[config.mk]
export PLATFORM = sky130hd
export DESIGN_NAME = mult_sequencer_flat
export DESIGN_NICKNAME = d
export VERILOG_FILES = /design/src/rtl/mult_sequencer_pkg.sv /design/src/rtl/mult_sequencer_if.sv /design/src/rtl/mult_shift_add.sv /design/src/rtl/mult_sequencer.sv /design/src/flat_wrapper.sv
export SDC_FILE = /design/constraint.sdc
export NUM_CORES = 1
export LEC_CHECK = 0
export ABC_CLOCK_PERIOD_IN_PS = 3190
export CORE_MARGIN = 4
export CORE_UTILIZATION = 35
export DETAILED_ROUTE_END_ITERATION = 10
export DONT_BUFFER_PORTS = 1
export REMOVE_ABC_BUFFERS = 1
export SYNTH_ARGS = -nofsm -noshare
export SYNTH_HDL_FRONTEND = slang
export SYNTH_SLANG_ARGS = --single-unit
[constraint.sdc]
create_clock -name clk -period 3.19 [get_ports clk]
set_clock_uncertainty 0.2 [all_clocks]
set_input_delay 0.319 -clock clk [delete_from_list [all_inputs] [get_ports clk]]
set_output_delay 0.319 -clock clk [all_outputs]
set_load 0.02 [all_outputs]
[src/rtl/mult_sequencer_pkg.sv]
// Shared definitions for the multi-cycle unsigned multiply unit (multu / maddu).
// The control unit and the testbench decode against the same constants.
package mult_sequencer_pkg;

    localparam int MULT_WIDTH = 32;

    localparam logic [5:0] OP_MADDU    = 6'd28;
    localparam logic [5:0] FUNCT_MULTU = 6'd25;

    typedef enum logic [1:0] {
        ST_IDLE   = 2'd0,
        ST_RUN    = 2'd1,
        ST_COMMIT = 2'd2
    } state_t;

endpackage

[src/rtl/mult_sequencer_if.sv]
// EX-stage issue / HI-LO result bundle between the pipeline and the multiply unit.
interface mult_sequencer_if
    import mult_sequencer_pkg::*;
#(
    parameter int WIDTH = MULT_WIDTH
);
    logic             start;
    logic             acc;
    logic [WIDTH-1:0] opa;
    logic [WIDTH-1:0] opb;
    logic             rd_hilo;
    logic             kill;
    logic             busy;
    logic             stall;
    logic             done;
    logic [WIDTH-1:0] hi;
    logic [WIDTH-1:0] lo;

    modport master (
        output start, acc, opa, opb, rd_hilo, kill,
        input  busy, stall, done, hi, lo
    );

    modport slave (
        input  start, acc, opa, opb, rd_hilo, kill,
        output busy, stall, done, hi, lo
    );
endinterface

[src/rtl/mult_shift_add.sv]
// Radix-2 shift-add datapath: one multiplier bit retired per step, product
// accumulates in the upper half and shifts right with the adder carry.
module mult_shift_add
    import mult_sequencer_pkg::*;
#(
    parameter int WIDTH = MULT_WIDTH
) (
    input  logic               clk,
    input  logic               rst,
    input  logic               load,
    input  logic               step,
    input  logic [WIDTH-1:0]   opa,
    input  logic [WIDTH-1:0]   opb,
    output logic [2*WIDTH-1:0] prod
);

    logic [WIDTH-1:0] mcand;
    logic [WIDTH-1:0] mplier;
    logic [WIDTH-1:0] addend;
    logic [WIDTH:0]   sum;

    always_comb begin
        addend = mplier[0] ? mcand : '0;
        sum    = {1'b0, prod[2*WIDTH-1:WIDTH]} + {1'b0, addend};
    end

    always_ff @(posedge clk or negedge rst) begin
        if (!rst) begin
            mcand  <= '0;
            mplier <= '0;
            prod   <= '0;
        end else if (load) begin
            mcand  <= opa;
            mplier <= opb;
            prod   <= '0;
        end else if (step) begin
            // carry lands in the MSB; the retired low bit drops off
            prod   <= {sum, prod[WIDTH-1:1]};
            mplier <= mplier >> 1;
        end
    end

endmodule

[src/rtl/mult_sequencer.sv]
// Multiply unit controller: IDLE/RUN/COMMIT sequencing, HI/LO commit with
// optional accumulate, and the pipeline stall for dependent HI/LO access.
module mult_sequencer
    import mult_sequencer_pkg::*;
#(
    parameter int WIDTH = MULT_WIDTH
) (
    input  logic              clk,
    input  logic              rst,
    mult_sequencer_if.slave   bus
);

    localparam int             CW       = (WIDTH > 1) ? $clog2(WIDTH) : 1;
    localparam logic [CW-1:0]  CNT_LAST = CW'(WIDTH - 1);

    state_t               state;
    state_t               nxt;
    logic [CW-1:0]        cnt;
    logic                 acc_q;
    logic                 load;
    logic                 step;
    logic                 commit;
    logic [2*WIDTH-1:0]   prod;
    logic [2*WIDTH-1:0]   hilo_nxt;
    logic [WIDTH-1:0]     hi_q;
    logic [WIDTH-1:0]     lo_q;
    logic                 done_q;

    mult_shift_add #(.WIDTH(WIDTH)) u_dp (
        .clk  (clk),
        .rst  (rst),
        .load (load),
        .step (step),
        .opa  (bus.opa),
        .opb  (bus.opb),
        .prod (prod)
    );

    always_ff @(posedge clk or negedge rst) begin
        if (!rst) state <= ST_IDLE;
        else      state <= nxt;
    end

    always_comb begin
        nxt    = state;
        load   = 1'b0;
        step   = 1'b0;
        commit = 1'b0;
        unique case (state)
            ST_IDLE: begin
                if (bus.start && !bus.kill) begin
                    load = 1'b1;
                    nxt  = ST_RUN;
                end
            end
            ST_RUN: begin
                step = 1'b1;
                if (bus.kill)              nxt = ST_IDLE;
                else if (cnt == CNT_LAST)  nxt = ST_COMMIT;
            end
            ST_COMMIT: begin
                // a flush arriving with the commit wins: nothing is written
                commit = !bus.kill;
                nxt    = ST_IDLE;
            end
            default: nxt = ST_IDLE;
        endcase
    end

    always_ff @(posedge clk or negedge rst) begin
        if (!rst) begin
            cnt   <= '0;
            acc_q <= 1'b0;
        end else if (load) begin
            cnt   <= '0;
            acc_q <= bus.acc;
        end else if (step) begin
            cnt   <= cnt + 1'b1;
        end
    end

    always_comb hilo_nxt = acc_q ? ({hi_q, lo_q} + prod) : prod;

    always_ff @(posedge clk or negedge rst) begin
        if (!rst) begin
            hi_q   <= '0;
            lo_q   <= '0;
            done_q <= 1'b0;
        end else begin
            done_q <= commit;
            if (commit) {hi_q, lo_q} <= hilo_nxt;
        end
    end

    // busy drops in the done cycle, so a read of the fresh HI/LO never stalls
    assign bus.busy  = (state != ST_IDLE);
    assign bus.stall = bus.busy & (bus.start | bus.rd_hilo);
    assign bus.done  = done_q;
    assign bus.hi    = hi_q;
    assign bus.lo    = lo_q;

endmodule
[src/flat_wrapper.sv]
// flat-port wrapper written by rule: the top's interface ports become plain ports
module mult_sequencer_flat import mult_sequencer_pkg::*;
#(
    parameter int WIDTH = MULT_WIDTH
)
  (clk, rst, bus_start, bus_acc, bus_opa, bus_opb, bus_rd_hilo, bus_kill, bus_busy, bus_stall, bus_done, bus_hi, bus_lo);
  mult_sequencer_if #(.WIDTH(WIDTH)) bus_i ();
  input  logic clk;
  input  logic rst;
  input wire logic [$bits(bus_i.start)-1:0] bus_start;
  input wire logic [$bits(bus_i.acc)-1:0] bus_acc;
  input wire logic [$bits(bus_i.opa)-1:0] bus_opa;
  input wire logic [$bits(bus_i.opb)-1:0] bus_opb;
  input wire logic [$bits(bus_i.rd_hilo)-1:0] bus_rd_hilo;
  input wire logic [$bits(bus_i.kill)-1:0] bus_kill;
  output wire logic [$bits(bus_i.busy)-1:0] bus_busy;
  output wire logic [$bits(bus_i.stall)-1:0] bus_stall;
  output wire logic [$bits(bus_i.done)-1:0] bus_done;
  output wire logic [$bits(bus_i.hi)-1:0] bus_hi;
  output wire logic [$bits(bus_i.lo)-1:0] bus_lo;
  assign bus_i.start = bus_start;
  assign bus_i.acc = bus_acc;
  assign bus_i.opa = bus_opa;
  assign bus_i.opb = bus_opb;
  assign bus_i.rd_hilo = bus_rd_hilo;
  assign bus_i.kill = bus_kill;
  assign bus_busy = bus_i.busy;
  assign bus_stall = bus_i.stall;
  assign bus_done = bus_i.done;
  assign bus_hi = bus_i.hi;
  assign bus_lo = bus_i.lo;
  mult_sequencer #(.WIDTH(WIDTH)) u_core (.clk(clk), .rst(rst), .bus(bus_i));
endmodule
Yosys cells after proc, flatten, opt, wreduce, memory -nomap -nowiden
Cells that the tools add are included.
Widths: inputs -> output; s select.
{ "classes": {"add_sub_neg": 3, "n_eq_ne": 5, "n_mux": 16, "bitwise": 2, "n_reduce_logical": 6} }
{ "ops": {"columns": ["operator", "n"], "rows": [
  ["$mux 64", 3],
  ["$mux 32", 3],
  ["$add 64x64->64", 1],
  ["$add 32x32->33", 1],
  ["$mux 5", 2],
  ["$mux 2", 3],
  ["$add 5x1->5 const B", 1],
  ["$eq 5x5->1 const B", 1],
  ["$mux 1", 4],
  ["$pmux 2 s2", 1],
  ["$reduce_bool 2->1", 2],
  ["$ne 3x2->1 const B", 1],
  ["$eq 2x1->1 const B", 1],
  ["$eq 2x2->1 const B", 1],
  ["$logic_not 2->1", 1],
  ["$ne 2x1->1 const B", 1],
  ["$reduce_and 2->1", 1],
  ["$and 1x1->1", 1],
  ["$logic_and 1x1->1", 1],
  ["$logic_not 1->1", 1],
  ["$or 1x1->1", 1]
]} }
{ "word_totals": {"reg_bits": 201} }

Longest topological paths before layout
Gate-level depths: netlist of run 1.
{ "logic_depth": {"depth_word": 5, "depth_mapped": 16, "depth_no_buf": 15} }

Cells and area by module
A second synthesis of run 1 with hierarchy kept.
{ "unflattened": {"hier_cells": 1625, "area_unflattened_um2": 14391.3} }
{ "by_module_without_submodules": {"columns": ["module", "n_inst", "cells_each", "area_per_inst_um2"], "rows": [
  ["mult_shift_add", 1, 725, 7225.7],
  ["mult_sequencer", 1, 900, 7165.6]
]} }

Worst setup path before layout of run 1
No wires, ideal clock.
{ "synth_timing": {"kind": "reg-to-reg", "from": "register u_core.u_dp.mplier[0]", "to": "register u_core.u_dp.prod[56]", "setup_time_ns": 0.131, "arrival_ns": 2.859, "required_time_ns": 2.859, "slack_ns": 0.000, "stages_incl_launch_ff": 16, "n_path_buf": 1, "period_less_slack_ns": 3.190, "cell_sequence": "dfrtp_1 clkbuf_1 nand2_1 inv_1 ha_1 a21o_1 a21oi_2 o21bai_1 a2111o_1 a31oi_2 a21o_1 o21ai_2 a41o_1 a21oi_2 xor2_1 o21ai_1"} }
{ "synth_between": {"elab_chain_len": 4} }
{ "synth_lines": {"columns": ["item", "line_no", "text"], "rows": [
  ["from (decl)", "mult_shift_add.sv:18", "logic [WIDTH-1:0] mplier;"],
  ["from (signal assigned)", "mult_shift_add.sv:34", "mplier <= opb;"],
  ["from (signal assigned)", "mult_shift_add.sv:39", "mplier <= mplier >> 1;"],
  ["$mux 32", "mult_shift_add.sv:23", "addend = mplier[0] ? mcand : '0;"],
  ["$add 32x32->33", "mult_shift_add.sv:24", "sum = {1'b0, prod[2*WIDTH-1:WIDTH]} + {1'b0, addend};"],
  ["$mux 64", "mult_shift_add.sv:36", "end else if (step) begin"],
  ["$mux 64", "mult_shift_add.sv:32", "end else if (load) begin"],
  ["to (signal assigned)", "mult_shift_add.sv:38", "prod <= {sum, prod[WIDTH-1:1]};"],
  ["to (decl)", "mult_shift_add.sv:14", "output logic [2*WIDTH-1:0] prod"]
]} }
No other way between the ends. The select of a mux whose other input is x is not followed.
A chain may end at the register's enable or synchronous reset.

Worst setup path in the final report of run 1
Same ends and word-level chain as after synthesis.

==> results_tabular.tex, run 1 <==
\begin{tabular}{lr}
\hline
Metric & Value \\
\hline
\multicolumn{2}{l}{\textbf{Route}} \\
\quad Via Count & 12.7k \\
\quad Routed metal-1 wire length & 18.8 mm \\
\quad Total met2 wirelength after detailed routing & 20.3 mm \\
\quad Wire length reported by the detailed router & 42.1 mm \\
\quad DR iter-0 viols & 727 \\
\quad Antenna viol nets, final & 0 \\
\quad Initial DRT Pass Iterations & 5 \\
\quad \# DRC & 0 \\
\quad Number of vias per cell after detailed routing & 5.24 \\
\quad Wire length on met3 & 1.97 mm \\
\quad Top routing layer in use & met4 \\
\quad Wire length per cell & 17.4 um \\
\multicolumn{2}{l}{\textbf{GRT}} \\
\quad Initial antenna violation count & 0 \\
\quad Number of global-route vias before repair & 12.8k \\
\quad Largest net degree at the start of global routing & 202 \\
\quad Overflow after GRT & 0 \\
\quad First-pass GRT wire length & 67.0 mm \\
\quad All-Layer GR Usage & 19.1\% \\
\multicolumn{2}{l}{\textbf{Synthesis}} \\
\quad Prevailing post-synth register cell & sky130\_fd\_sc\_hd\_\_dfrtp\_1 \\
\quad Fraction of post-synthesis cell area in the top cell type by area & 36.7\% \\
\quad Average cell area after synthesis & 8.28 sq um \\
\quad Cell count after synthesis & 1656 \\
\quad Total of warnings raised by yosys & 0 \\
\quad Number of register bits inferred by synthesis & 201 \\
\quad Most area-hungry cell type in the Yosys netlist & sky130\_fd\_sc\_hd\_\_dfrtp\_1 \\
\quad Unique cell type count in the Yosys netlist & 83 \\
\quad Portion of the post-synthesis area used by sequential elements & 36.7\% \\
\quad Count of flip-flops with a built-in enable after synthesis & 0 \\
\quad Combined area of all synthesized cells & 0.0137 sq mm \\
\quad Async set-reset flop share out of synthesis & 100\% \\
\quad Area contributors post-synth & sky130\_fd\_sc\_hd\_\_dfrtp\_1 37\%, sky130\_fd\_sc\_hd\_\_nand2\_1 10\%, sky130\_fd\_sc\_hd\_\_ha\_1 8.8\% \\
\multicolumn{2}{l}{\textbf{Placed design}} \\
\quad Total placed instance area & 0.0156 sq mm \\
\quad RD Place Congestion & 0.894 \\
\quad Number of buffers inserted by port buffering & 0 \\
\quad Half-perimeter wire length after placement & 29.2 mm \\
\multicolumn{2}{l}{\textbf{Critical path}} \\
\quad Largest delay share family, worst path & compound AO/OA/AOI/OAI gates \\
\quad Critical path peak fanout & 6 \\
\quad Worst stage delay on the critical path & 0.46 ns \\
\quad Critical path arrival & 3.46 ns \\
\quad Startpoint Class & flop \\
\quad Buffers \& Inverters on Critical Path & 2 \\
\quad Sort of element at the end of the critical path & flop \\
\quad Startpoint-to-endpoint class of the critical path & flop to flop \\
\quad Data required time of the critical path & 3.39 ns \\
\quad Highest-delay cell along the critical path & sky130\_fd\_sc\_hd\_\_a2111o\_1 \\
\quad List of cells traversed by the critical path & buf\_12 -> and2\_4 -> ha\_4 -> buf\_6 -> a21o\_1 -> a21oi\_2 -> o21bai\_1 -> a2111o\_1 -> a31oi\_4 -> a21o\_1 -> o21ai\_2 -> a41o\_1 -> a21oi\_2 -> xor2\_1 -> o21ai\_1 \\
\multicolumn{2}{l}{\textbf{Clock tree}} \\
\quad Clock slew at the register clock pins of the worst setup and hold paths & 0.06 ns \\
\quad Clock tree from TritonCTS & done \\
\quad Number of buffers on the longest clock path & 3 \\
\quad Worst skew pair latency & 0.55 ns \\
\quad Number of buffers added to fix hold violations after cts & 66 \\
\quad TritonCTS buffer count & 25 \\
\quad TritonCTS Sinks & 201 \\
\quad Cell chosen for the clock root & sky130\_fd\_sc\_hd\_\_clkbuf\_16 \\
\quad CTS H-tree lvls & 1 \\
\multicolumn{2}{l}{\textbf{Floorplan}} \\
\quad Width of the die & 206 um \\
\quad Count of standard-cell rows & 72 \\
\quad Die Outline Area & 0.0424 sq mm \\
\quad Initial standard-cell utilization of the core & 35.4\% \\
\quad Top-level I/O count & 137 \\
\quad Core box area & 0.0387 sq mm \\
\quad Die H & 206 um \\
\multicolumn{2}{l}{\textbf{STA}} \\
\quad Final-report max-slew violation count & 0 \\
\quad Number of failing hold endpoints at the final stage & 201 \\
\quad Maximum clock frequency & 306 MHz \\
\quad Period utilisation layout & 102\% \\
\quad Setup ws final & -0.0753 ns \\
\quad Slew @ Worst Pin & 0.956 ns \\
\quad Post-layout minimum cycle time & 3.27 ns \\
\quad Final setup vio count & 6 \\
\quad Final setup TNS & -0.236 ns \\
\quad Unrepaired setup endpoints after global routing & yes \\
\quad Remaining max-slew budget at the tightest pin & 36.3\% \\
\quad Final hold slack & -0.736 ns \\
\multicolumn{2}{l}{\textbf{Run status}} \\
\quad Failing checks & negative hold slack, negative setup slack \\
\quad Run status & complete, but fails checks \\
\multicolumn{2}{l}{\textbf{Pwr}} \\
\quad Total net switching power & 3840 uW \\
\quad Sequential power share & 33.1\% \\
\quad Leakage & 0.00853 uW \\
\quad Internal power contribution & 6670 uW \\
\quad Combinational group share of total power & 37.8\% \\
\quad Maximum resistive drop on vdd & 0.000444 V \\
\quad Total power divided by cell area & 584 mW/mm\^{}2 \\
\quad Net switching share of the total power & 36.5\% \\
\quad Clock group share of total power & 29.1\% \\
\multicolumn{2}{l}{\textbf{Finish}} \\
\quad Number of diodes & 0 \\
\quad Footprint of the flip-flops and latches & 0.00503 sq mm \\
\quad Filler cell count in the final layout & 3749 \\
\quad Finished Cell Area & 0.0180 sq mm \\
\quad Final-stage net count & 2055 \\
\quad Leading cell type in the layout, fill and taps excluded & sky130\_fd\_sc\_hd\_\_nand2\_1 \\
\quad Leading cell types in the layout, fill and taps excluded & 367 x sky130\_fd\_sc\_hd\_\_nand2\_1, 213 x sky130\_fd\_sc\_hd\_\_buf\_4, 197 x sky130\_fd\_sc\_hd\_\_dfrtp\_1 \\
\quad Area growth syn-to-layout & 31.2\% \\
\quad Ratio of cells with drive above 1 in the final layout & 21.3\% \\
\quad Area of combinational cells with multiple inputs & 0.00886 sq mm \\
\multicolumn{2}{l}{\textbf{Run}} \\
\quad Number of maximum-capacitance violations & 0 \\
\multicolumn{2}{l}{\textbf{Hold path}} \\
\quad Worst min-delay path category & input pin to asynchronous set/reset pin \\
\hline
\end{tabular}
[state kept, by name (all words and copies together), names as in the netlist]
| name | cells |
|---|---|
| u_core.u_dp.prod | 64 |
| u_core.bus.hi | 32 |
| u_core.bus.lo | 32 |
| u_core.u_dp.mcand | 32 |
| u_core.u_dp.mplier | 32 |
| u_core.cnt | 5 |
| u_core.state | 2 |
| u_core.acc_q | 1 |
| u_core.bus.done | 1 |
[path summary, 6_finish.rpt]
| kind | start | endpoint | slack [ns] | depth (start not counted) |
|---|---|---|---|---|
| max | u_core.u_dp.mplier[0]$_DFFE_PN0P_ | u_core.u_dp.prod[56]$_DFFE_PN0P_ | -0.08 | 15 |
| min | rst | u_core.u_dp.prod[2]$_DFFE_PN0P_ | -0.74 | 0 |
| max reg2reg | u_core.u_dp.mplier[0]$_DFFE_PN0P_ | u_core.u_dp.prod[56]$_DFFE_PN0P_ | -0.08 | 15 |
| min reg2reg | u_core.u_dp.mcand[18]$_DFFE_PN0P_ | u_core.u_dp.mcand[18]$_DFFE_PN0P_ | 0.26 | 2 |
| max in group asynchronous | rst | u_core.u_dp.prod[61]$_DFFE_PN0P_ | 3.12 | 0 |
| min in group clk | bus_kill | u_core.u_dp.mcand[4]$_DFFE_PN0P_ | 0.05 | 4 |
[worst register-to-register path: cells and delay by family, from the launching register on]
| family | cells | cell delay (ns) |
|---|---|---|
| flip-flops | 1 | 0.41 |
| AO/OA/AOI/OAI | 10 | 1.79 |
| buffers and inverters | 2 | 0.25 |
| XOR/XNOR | 1 | 0.17 |
| adder cells (fa/ha/maj) | 1 | 0.16 |
| AND/OR/NAND/NOR | 1 | 0.14 |
[metrics by stage]
| step | util (%) | setup WS, ns | std cells | hold slack (ns) | power [uW] |
|---|---|---|---|---|---|
| detailed placement | 40.3 | -0.223 | 2286 | -0.171 | 7040 |
| global route | 46.5 | -0.208 | 2422 | -0.757 | 11200 |
| CTS | 44.8 | -0.0878 | 2405 | -0.764 | 10300 |
| global placement | 40.3 | -0.211 | 2286 | -0.171 | 6960 |
| finish | 46.5 | -0.0753 | 2422 | -0.736 | 10500 |
| floorplan | - | -6.38 | 1566 | -0.177 | 5750 |
[area by class of cell]
type / count / share of cell area, %
Inverter: 29 / 0.605
Timing Repair Buffer: 293 / 13.7
Clock inverter: 12 / 1.01
Tap cell: 518 / 3.60
Sequential cell: 201 / 28.0
Clock buffer: 33 / 3.86
Multi-Input combinational cell: 1336 / 49.2
[routing by layer]
| metal | vias up | global-route usage (%) |
|---|---|---|
| met5 | - | 0 |
| met4 | 0 | 4.87 |
| met3 | 54 | 3.45 |
| met2 | 262 | 33.1 |
| met1 | 6083 | 24.7 |
| li1 | 6303 | - |
[logic make-up (layout without fill, tap and decap cells)]
| kind of cell | Yosys count | count (layout) | synth area share (%) |
|---|---|---|---|
| buffers and inverters | 119 | 367 | 3.46 |
| AOI/OAI and AO/OA | 493 | 493 | 22.2 |
| adders and majority gates | 99 | 99 | 9.14 |
| and+or+nand+nor | 619 | 619 | 20.2 |
| muxes | 43 | 43 | 3.16 |
| DFF | 201 | 201 | 36.7 |
| xor gates and xnor gates | 82 | 82 | 5.23 |
[power by group through the flow]
stage | logic [uW] | clock network (uW) | registers, uW
5_1_grt | 4400 | 3230 | 3540
3_3_place_gp | 3480 | 0 | 3470
4_1_cts | 3750 | 3140 | 3450
6_report | 3980 | 3060 | 3480
2_1_floorplan | 2320 | 0 | 3440
3_5_place_dp | 3560 | 0 | 3490
[cells in the mapped netlist, types with 4 or more instances]
library cell                 n
sky130_fd_sc_hd__nand3_1    35
sky130_fd_sc_hd__nand2_1   371
sky130_fd_sc_hd__a22oi_1    31
sky130_fd_sc_hd__o21ai_0   153
sky130_fd_sc_hd__mux2i_1    40
sky130_fd_sc_hd__a211o_1     4
sky130_fd_sc_hd__and2_1     36
sky130_fd_sc_hd__nor2_1     68
sky130_fd_sc_hd__and3_1     17
sky130_fd_sc_hd__a21o_1     45
sky130_fd_sc_hd__a21oi_1   129
sky130_fd_sc_hd__inv_1      28
sky130_fd_sc_hd__o21bai_1   21
sky130_fd_sc_hd__buf_1       6
sky130_fd_sc_hd__nand4_1    24
sky130_fd_sc_hd__dfrtp_1   201
sky130_fd_sc_hd__buf_2      12
sky130_fd_sc_hd__nor2b_1     9
sky130_fd_sc_hd__or3_1       7
sky130_fd_sc_hd__o22ai_1     4
sky130_fd_sc_hd__a31oi_1     7
sky130_fd_sc_hd__nor3_1     18
sky130_fd_sc_hd__o21ai_1    26
sky130_fd_sc_hd__a21oi_2     6
sky130_fd_sc_hd__nand2b_1    9
sky130_fd_sc_hd__xnor2_1    47
sky130_fd_sc_hd__ha_1       97
sky130_fd_sc_hd__xor2_1     35
sky130_fd_sc_hd__clkbuf_1   68
sky130_fd_sc_hd__o21a_1     10
sky130_fd_sc_hd__a211oi_1    7
[repair_timing]
| item | 4_1_cts | 5_1_grt |
|---|---|---|
| gates resized for setup | 35 | 112 |
| pin swaps | 28 | 72 |
| cloned | 1 | 0 |
| setup endpoints to repair | 33 | 51 |
| hold endpoints to repair | 268 | 201 |
| buffers inserted | 7 | 18 |
(Power assumes the default switching activity.)
==> inputs of run 2 (changes only) <==
ABC_CLOCK_PERIOD_IN_PS = 2700   (was 3190)
CORE_MARGIN = not set   (was 4)
clock period = 2.7 ns   (was 3.19 ns; I/O delays follow)
==> run 2 against run 1 <==
Effect of this change:
- the run still ends with negative hold slack, negative setup slack left
- critical path depth shrank 1
- sequential cell count is the same
- combinational power grew 41%
- critical path type unchanged
- largest cell class unchanged
==> results_tabular.tex, run 2 (synthesis gave the netlist of run 1 again) <==
\begin{tabular}{lr}
\hline
Metric & Value \\
\hline
\multicolumn{2}{l}{\textbf{Floorplan}} \\
\quad Top-level I/O count & 137 (unchanged) \\
\quad Die Outline Area & 0.0400 sq mm (-5.7\%) \\
\quad Width of the die & 200 um (-2.9\%) \\
\quad Core box area & 0.0386 sq mm (-0.23\%) \\
\quad Count of standard-cell rows & 72 (unchanged) \\
\quad Initial standard-cell utilization of the core & 35.5\% (+0.083 points) \\
\quad Die H & 200 um (-2.9\%) \\
\multicolumn{2}{l}{\textbf{Pwr}} \\
\quad Tot Pwr & 13000 uW (+23\%) \\
\quad Leakage & 0.00959 uW (+12\%) \\
\quad Maximum resistive drop on vdd & 0.000492 V (+11\%) \\
\quad Total power divided by cell area & 658 mW/mm\^{}2 (+13\%) \\
\multicolumn{2}{l}{\textbf{STA}} \\
\quad Setup ws final & -0.555 ns (-0.479 ns) \\
\quad Period utilisation layout & 121\% (+18 points) \\
\quad Maximum clock frequency & 307 MHz (+0.32\%) \\
\quad Post-layout minimum cycle time & 3.25 ns (-0.0105 ns) \\
\quad Final-report max-slew violation count & 0 (unchanged) \\
\quad Final setup vio count & 67 (+61) \\
\quad Slew @ Worst Pin & 0.854 ns (-0.102 ns) \\
\quad Remaining max-slew budget at the tightest pin & 42.9\% (+6.6 points) \\
\quad Number of failing hold endpoints at the final stage & 201 (unchanged) \\
\quad Final setup TNS & -22.21 ns (-21.98 ns) \\
\quad Final hold slack & -0.779 ns (-0.0430 ns) \\
\quad Unrepaired setup endpoints after global routing & yes \\
\multicolumn{2}{l}{\textbf{GRT}} \\
\quad Initial antenna violation count & 0 (unchanged) \\
\quad First-pass GRT wire length & 69.3 mm (+3.4\%) \\
\quad Overflow after GRT & 0 (unchanged) \\
\quad Largest net degree at the start of global routing & 202 (unchanged) \\
\quad All-Layer GR Usage & 21.7\% (+2.5 points) \\
\quad Number of global-route vias before repair & 13.6k (+6.0\%) \\
\multicolumn{2}{l}{\textbf{Route}} \\
\quad DR iter-0 viols & 809 (+11\%) \\
\quad Wire length reported by the detailed router & 43.4 mm (+3.1\%) \\
\quad Initial DRT Pass Iterations & 5 (unchanged) \\
\quad Number of vias per cell after detailed routing & 5.18 (-1.2\%) \\
\quad Wire length per cell & 16.7 um (-3.7\%) \\
\quad Via Count & 13.4k (+5.7\%) \\
\quad Antenna viol nets, final & 0 (unchanged) \\
\quad \# DRC & 0 (unchanged) \\
\multicolumn{2}{l}{\textbf{Clock tree}} \\
\quad TritonCTS Sinks & 201 (unchanged) \\
\quad Clock tree from TritonCTS & done \\
\quad CTS H-tree lvls & 1 (unchanged) \\
\quad TritonCTS buffer count & 25 (unchanged) \\
\quad Number of buffers added to fix hold violations after cts & 66 (unchanged) \\
\quad Cell chosen for the clock root & sky130\_fd\_sc\_hd\_\_clkbuf\_16 \\
\quad Clock slew at the register clock pins of the worst setup and hold paths & 0.06 ns (about the same) \\
\quad Number of buffers on the longest clock path & 3 (unchanged) \\
\quad Worst skew pair latency & 0.56 ns (about the same) \\
\multicolumn{2}{l}{\textbf{Finish}} \\
\quad Filler cell count in the final layout & 3581 (-4.5\%) \\
\quad Final-stage net count & 2226 (+8.3\%) \\
\quad Largest register by flop count & u\_core.u\_dp.prod \\
\quad Area growth syn-to-layout & 43.6\% \\
\quad Ratio of cells with drive above 1 in the final layout & 30.0\% (+8.8 points) \\
\quad Number of diodes & 0 (unchanged) \\
\quad Flip-flop count of the largest register after layout & 64 (unchanged) \\
\quad Final core area utilization & 51.0\% (+4.5 points) \\
\quad Leading cell types in the layout, fill and taps excluded & 361 x sky130\_fd\_sc\_hd\_\_nand2\_1, 361 x sky130\_fd\_sc\_hd\_\_buf\_4, 198 x sky130\_fd\_sc\_hd\_\_dfrtp\_1 \\
\multicolumn{2}{l}{\textbf{Critical path}} \\
\quad Depth of the most critical reg-to-reg path & 14 (-1) \\
\quad Startpoint-to-endpoint class of the critical path & flop to flop \\
\quad Data required time of the critical path & 2.93 ns (-0.46 ns) \\
\quad Critical path peak fanout & 7 (+1) \\
\quad Startpoint Class & flop \\
\quad Sort of element at the end of the critical path & flop \\
\quad Critical path arrival & 3.48 ns (+0.02 ns) \\
\multicolumn{2}{l}{\textbf{Run status}} \\
\quad Run status & complete, but fails checks \\
\quad Failing checks & negative hold slack, negative setup slack \\
\multicolumn{2}{l}{\textbf{Placed design}} \\
\quad RD Place Congestion & 0.870 (-2.7\%) \\
\quad Half-perimeter wire length after placement & 30.1 mm (+3.2\%) \\
\quad Number of buffers inserted by port buffering & 0 (unchanged) \\
\multicolumn{2}{l}{\textbf{Run}} \\
\quad Number of maximum-capacitance violations & 0 (unchanged) \\
\multicolumn{2}{l}{\textbf{Hold path}} \\
\quad Worst min-delay path category & input pin to asynchronous set/reset pin \\
\hline
\end{tabular}
[run 2: cell types whose count changed in the layout (fill, tap and decap cells not counted), sizes merged]
cell	change
buf	+171
clkbuf	+5
bufinv	-3
clkinv	-2
bufbuf	-1
[run 2: timing repair]
item / CTS / global route
endpoints found under the hold margin: 272 / 201
resized for setup: 172 / 118
buffers inserted: 18 / 27
pin swaps: 93 / 108
gates cloned: 0 / 1
endpoints found under the setup margin: 76 / 78
[run 2: final timing paths]
check | slack (ns) | from | end
max in group asynchronous | 2.67 | rst | u_core.u_dp.mplier[0]$_DFFE_PN0P_
hold / removal | -0.78 | rst | u_core.u_dp.prod[3]$_DFFE_PN0P_
hold reg to reg | 0.26 | u_core.u_dp.mcand[9]$_DFFE_PN0P_ | u_core.u_dp.mcand[9]$_DFFE_PN0P_
min in group clk | 0.02 | bus_kill | u_core.u_dp.mcand[0]$_DFFE_PN0P_
setup reg to reg | -0.55 | u_core.u_dp.mplier[0]$_DFFE_PN0P_ | u_core.u_dp.prod[60]$_DFFE_PN0P_
setup / recovery | -0.55 | u_core.u_dp.mplier[0]$_DFFE_PN0P_ | u_core.u_dp.prod[60]$_DFFE_PN0P_
[run 2: layout make-up]
| cell class | count | area (sq um) | share of cell area [%] |
|---|---|---|---|
| clock inverter | 7 | 77.6 | 0.394 |
| sequential | 201 | 5030 | 25.5 |
| multi-input combinational | 1336 | 9280 | 47.1 |
| clock buffer | 37 | 711 | 3.61 |
| inverter | 29 | 109 | 0.553 |
| timing repair buffer | 464 | 3840 | 19.5 |
| tap | 518 | 648 | 3.29 |
[run 2: per-stage QoR]
step / std cells / cell area (sq um) / setup WS (ns)
finish: 2592 / 19700 / -0.555
global route: 2592 / 19700 / -0.687
CTS: 2571 / 19000 / -0.550
detailed placement: 2445 / 16800 / -0.904
global placement: 2445 / 16800 / -0.840
floorplan: 1566 / 13400 / -6.87
[run 2: power by group]
group / switching (uW) / internal [uW] / leakage, uW
sequential: 506 / 3560 / 0.00264
combinational: 2890 / 2730 / 0.00656
clock: 1370 / 1920 / 0.000386
total: 4760 / 8210 / 0.00959
[run 2: critical path: stages (launching register included)]
cell and delay [ns]:
sky130_fd_sc_hd__dfrtp_2 0.49, sky130_fd_sc_hd__and2_4 0.18, sky130_fd_sc_hd__ha_4 0.16, sky130_fd_sc_hd__a21o_1 0.18
sky130_fd_sc_hd__a21oi_2 0.15, sky130_fd_sc_hd__o21bai_2 0.09, sky130_fd_sc_hd__a2111o_1 0.50, sky130_fd_sc_hd__a31oi_4 0.25
sky130_fd_sc_hd__buf_6 0.13, sky130_fd_sc_hd__a21oi_4 0.07, sky130_fd_sc_hd__a21oi_4 0.19, sky130_fd_sc_hd__a311oi_2 0.11
sky130_fd_sc_hd__a21oi_1 0.20, sky130_fd_sc_hd__xor2_1 0.16, sky130_fd_sc_hd__o21ai_1 0.07
[run 2: metal layers]
metal | global-route usage (%) | vias to the layer above | wire [um]
li1 | - | 6634 | -
met3 | 3.14 | 53 | 1920
met5 | 0 | - | 0
met1 | 27.5 | 6470 | 19100
met2 | 38.6 | 273 | 21400
met4 | 5.09 | 0 | 931
==> inputs of run 3 (changes only) <==
BUFFER_PORTS_ARGS = -buffer_cell sky130_fd_sc_hd__buf_2   (was not set)
DONT_BUFFER_PORTS = not set   (was 1)
PLACE_DENSITY_LB_ADDON = 0.3   (was not set)
==> run 3 against run 2 <==
Effect of this change:
- the run ends with negative setup slack left
- largest power group unchanged
- register-to-register slack better by 0.03 ns
- count of clock-buffer cells in the layout is 2 lower
- sequential share of layout area is 1.0 points lower
- non-clock buffer count is 138 higher
- largest cell class unchanged
- first-iteration DRC count is 14% lower
- sequential cell count stayed put
- critical path depth stayed put
- fmax is 1.0% higher
- highest routed layer unchanged
- critical path type unchanged
- clock power is 3% lower
- die area stayed put
==> results_tabular.tex, run 3 (synthesis gave the netlist of run 1 again) <==
\begin{tabular}{lr}
\hline
Metric & Value \\
\hline
\multicolumn{2}{l}{\textbf{Run status}} \\
\quad Run status & complete, but fails checks \\
\quad Failing checks & negative setup slack \\
\multicolumn{2}{l}{\textbf{Critical path}} \\
\quad Largest delay share family, worst path & compound AO/OA/AOI/OAI gates \\
\quad Highest-delay cell along the critical path & sky130\_fd\_sc\_hd\_\_dfrtp\_2 \\
\quad Critical path peak fanout & 4 (-3) \\
\quad Depth of the most critical reg-to-reg path & 14 (unchanged) \\
\quad Worst-case register-to-register setup slack & -0.52 ns (+0.03 ns) \\
\quad List of cells traversed by the critical path & buf\_12 -> and2\_4 -> ha\_4 -> a21o\_1 -> a21oi\_2 -> o21bai\_1 -> a2111o\_1 -> a31oi\_4 -> a21oi\_2 -> a21oi\_2 -> a311oi\_1 -> a21oi\_1 -> xor2\_1 -> o21ai\_1 \\
\quad Critical path arrival & 3.42 ns (-0.06 ns) \\
\quad Data required time of the critical path & 2.90 ns (-0.03 ns) \\
\quad Startpoint Class & flop \\
\quad Buffers \& Inverters on Critical Path & 1 (unchanged) \\
\quad Startpoint-to-endpoint class of the critical path & flop to flop \\
\quad Sort of element at the end of the critical path & flop \\
\quad Cell count along the critical path & 14 (unchanged) \\
\quad Dominant cell type by count on the critical path & sky130\_fd\_sc\_hd\_\_a21oi\_2 \\
\quad Worst stage delay on the critical path & 0.45 ns (-0.05 ns) \\
\multicolumn{2}{l}{\textbf{STA}} \\
\quad Maximum clock frequency & 310 MHz (+1.0\%) \\
\quad Final setup vio count & 67 (unchanged) \\
\quad Final setup TNS & -20.15 ns (+2.06 ns) \\
\quad Post-layout minimum cycle time & 3.22 ns (-0.0325 ns) \\
\quad Number of failing hold endpoints at the final stage & 0 (-100\%) \\
\quad Remaining max-slew budget at the tightest pin & 56.4\% (+13 points) \\
\quad Unrepaired setup endpoints after global routing & yes \\
\quad Final-report max-slew violation count & 0 (unchanged) \\
\quad Final hold slack & 0.0940 ns (+0.873 ns) \\
\quad Setup ws final & -0.522 ns (+0.0325 ns) \\
\quad Period utilisation layout & 119\% (-1.2 points) \\
\quad Slew @ Worst Pin & 0.648 ns (-0.206 ns) \\
\multicolumn{2}{l}{\textbf{Floorplan}} \\
\quad Initial standard-cell utilization of the core & 35.5\% (unchanged) \\
\quad Core box area & 0.0386 sq mm (unchanged) \\
\quad Count of standard-cell rows & 72 (unchanged) \\
\quad Die H & 200 um (unchanged) \\
\quad Top-level I/O count & 137 (unchanged) \\
\quad Width of the die & 200 um (unchanged) \\
\quad Die Outline Area & 0.0400 sq mm (unchanged) \\
\multicolumn{2}{l}{\textbf{Pwr}} \\
\quad Maximum resistive drop on vdd & 0.000401 V (-18\%) \\
\quad Leakage & 0.0102 uW (+6.5\%) \\
\quad Total power divided by cell area & 638 mW/mm\^{}2 (-3.1\%) \\
\multicolumn{2}{l}{\textbf{Run}} \\
\quad Number of maximum-capacitance violations & 0 (unchanged) \\
\multicolumn{2}{l}{\textbf{Finish}} \\
\quad Finished Cell Area & 0.0205 sq mm (+4.2\%) \\
\quad Ratio of cells with drive above 1 in the final layout & 34.5\% (+4.5 points) \\
\quad Area growth syn-to-layout & 49.6\% \\
\quad Leading cell types in the layout, fill and taps excluded & 359 x sky130\_fd\_sc\_hd\_\_nand2\_1, 352 x sky130\_fd\_sc\_hd\_\_buf\_4, 196 x sky130\_fd\_sc\_hd\_\_dfrtp\_1 \\
\quad Leading cell type in the layout, fill and taps excluded & sky130\_fd\_sc\_hd\_\_nand2\_1 \\
\quad Final-stage net count & 2363 (+6.2\%) \\
\quad Flip-flop count of the largest register after layout & 64 (unchanged) \\
\quad Final core area utilization & 53.1\% (+2.1 points) \\
\quad Largest register by flop count & u\_core.u\_dp.prod \\
\quad Number of diodes & 0 (unchanged) \\
\multicolumn{2}{l}{\textbf{Clock tree}} \\
\quad TritonCTS Sinks & 201 (unchanged) \\
\quad TritonCTS buffer count & 24 (-4.0\%) \\
\quad Cell chosen for the clock root & sky130\_fd\_sc\_hd\_\_clkbuf\_16 \\
\quad Worst skew pair latency & 0.54 ns (-0.02 ns) \\
\quad Clock tree from TritonCTS & done \\
\quad Number of buffers on the longest clock path & 3 (unchanged) \\
\quad CTS H-tree lvls & 1 (unchanged) \\
\quad Clock slew at the register clock pins of the worst setup and hold paths & 0.06 ns (about the same) \\
\multicolumn{2}{l}{\textbf{GRT}} \\
\quad Largest net degree at the start of global routing & 91 (-55\%) \\
\quad Overflow after GRT & 0 (unchanged) \\
\quad Initial antenna violation count & 0 (unchanged) \\
\quad Number of global-route vias before repair & 13.9k (+2.9\%) \\
\quad All-Layer GR Usage & 21.8\% (+0.15 points) \\
\quad First-pass GRT wire length & 70.5 mm (+1.7\%) \\
\multicolumn{2}{l}{\textbf{Route}} \\
\quad DR iter-0 viols & 696 (-14\%) \\
\quad Wire length reported by the detailed router & 43.9 mm (+1.3\%) \\
\quad \# DRC & 0 (unchanged) \\
\quad Antenna viol nets, final & 0 (unchanged) \\
\quad Via Count & 13.8k (+3.0\%) \\
\quad Initial DRT Pass Iterations & 6 (+1) \\
\quad Wire length per cell & 16.1 um (-3.7\%) \\
\quad Number of vias per cell after detailed routing & 5.08 (-2.0\%) \\
\multicolumn{2}{l}{\textbf{Placed design}} \\
\quad Half-perimeter wire length after placement & 30.8 mm (+2.2\%) \\
\quad Total placed instance area & 0.0175 sq mm (+4.2\%) \\
\quad Pre-CTS setup slack & -0.813 ns (+0.0917 ns) \\
\quad RD Place Congestion & 0.892 (+2.5\%) \\
\quad Number of buffers inserted by port buffering & 136 (+136) \\
\multicolumn{2}{l}{\textbf{Hold path}} \\
\quad Worst min-delay path category & input pin to asynchronous set/reset pin \\
\hline
\end{tabular}
## run 3: worst paths after layout
path / start / endpoint
min in group clk: bus_start / u_core.u_dp.prod[35]$_DFFE_PN0P_
hold reg to reg: u_core.u_dp.mcand[18]$_DFFE_PN0P_ / u_core.u_dp.mcand[18]$_DFFE_PN0P_
setup reg to reg: u_core.u_dp.mplier[0]$_DFFE_PN0P_ / u_core.u_dp.prod[60]$_DFFE_PN0P_
setup / recovery: u_core.u_dp.mplier[0]$_DFFE_PN0P_ / u_core.u_dp.prod[60]$_DFFE_PN0P_
hold / removal: rst / u_core.u_dp.prod[6]$_DFFE_PN0P_
max in group asynchronous: rst / u_core.u_dp.mplier[0]$_DFFE_PN0P_
## run 3: power breakdown
group | leakage [uW] | switching (uW) | internal, uW
clock network | 0.000366 | 1290 | 1910
registers | 0.00264 | 496 | 3560
logic | 0.00720 | 3000 | 2850
## run 3: stage by stage
| stage | power (uW) | std cells |
|---|---|---|
| after floorplan | 6800 | 1566 |
| after global placement | 9070 | 2579 |
| after detailed placement | 9170 | 2579 |
| after CTS | 12900 | 2718 |
| after global routing | 13900 | 2726 |
| final | 13100 | 2726 |
## run 3: timing repair
| item | in CTS | in global routing |
|---|---|---|
| setup buffers | 36 | 22 |
| endpoints found under the setup margin | 74 | 75 |
| hold buffers | 67 | 0 |
| pin swaps | 132 | 110 |
| gates resized for setup | 200 | 110 |
| gates cloned | 0 | 0 |
| hold endpoints to repair | 144 | 0 |
## run 3: metal layers
metal,GRT usage (%),share of wire [%],up-vias
li1,-,-,6898
met1,27.4,44,6621
met2,39.7,50,248
met3,2.47,3.3,68
met4,5.12,2.5,0
met5,0,0,-
## run 3: final cells by class
type                            instances  area (sq um)
Fill cell                            3489         18100
Multi-Input combinational cell       1336          9370
Sequential cell                       201          5040
Timing Repair Buffer                  602          4600
Clock buffer                           35           672
Tap cell                              518           648
Inverter                               29           111
Clock inverter                          5          88.8
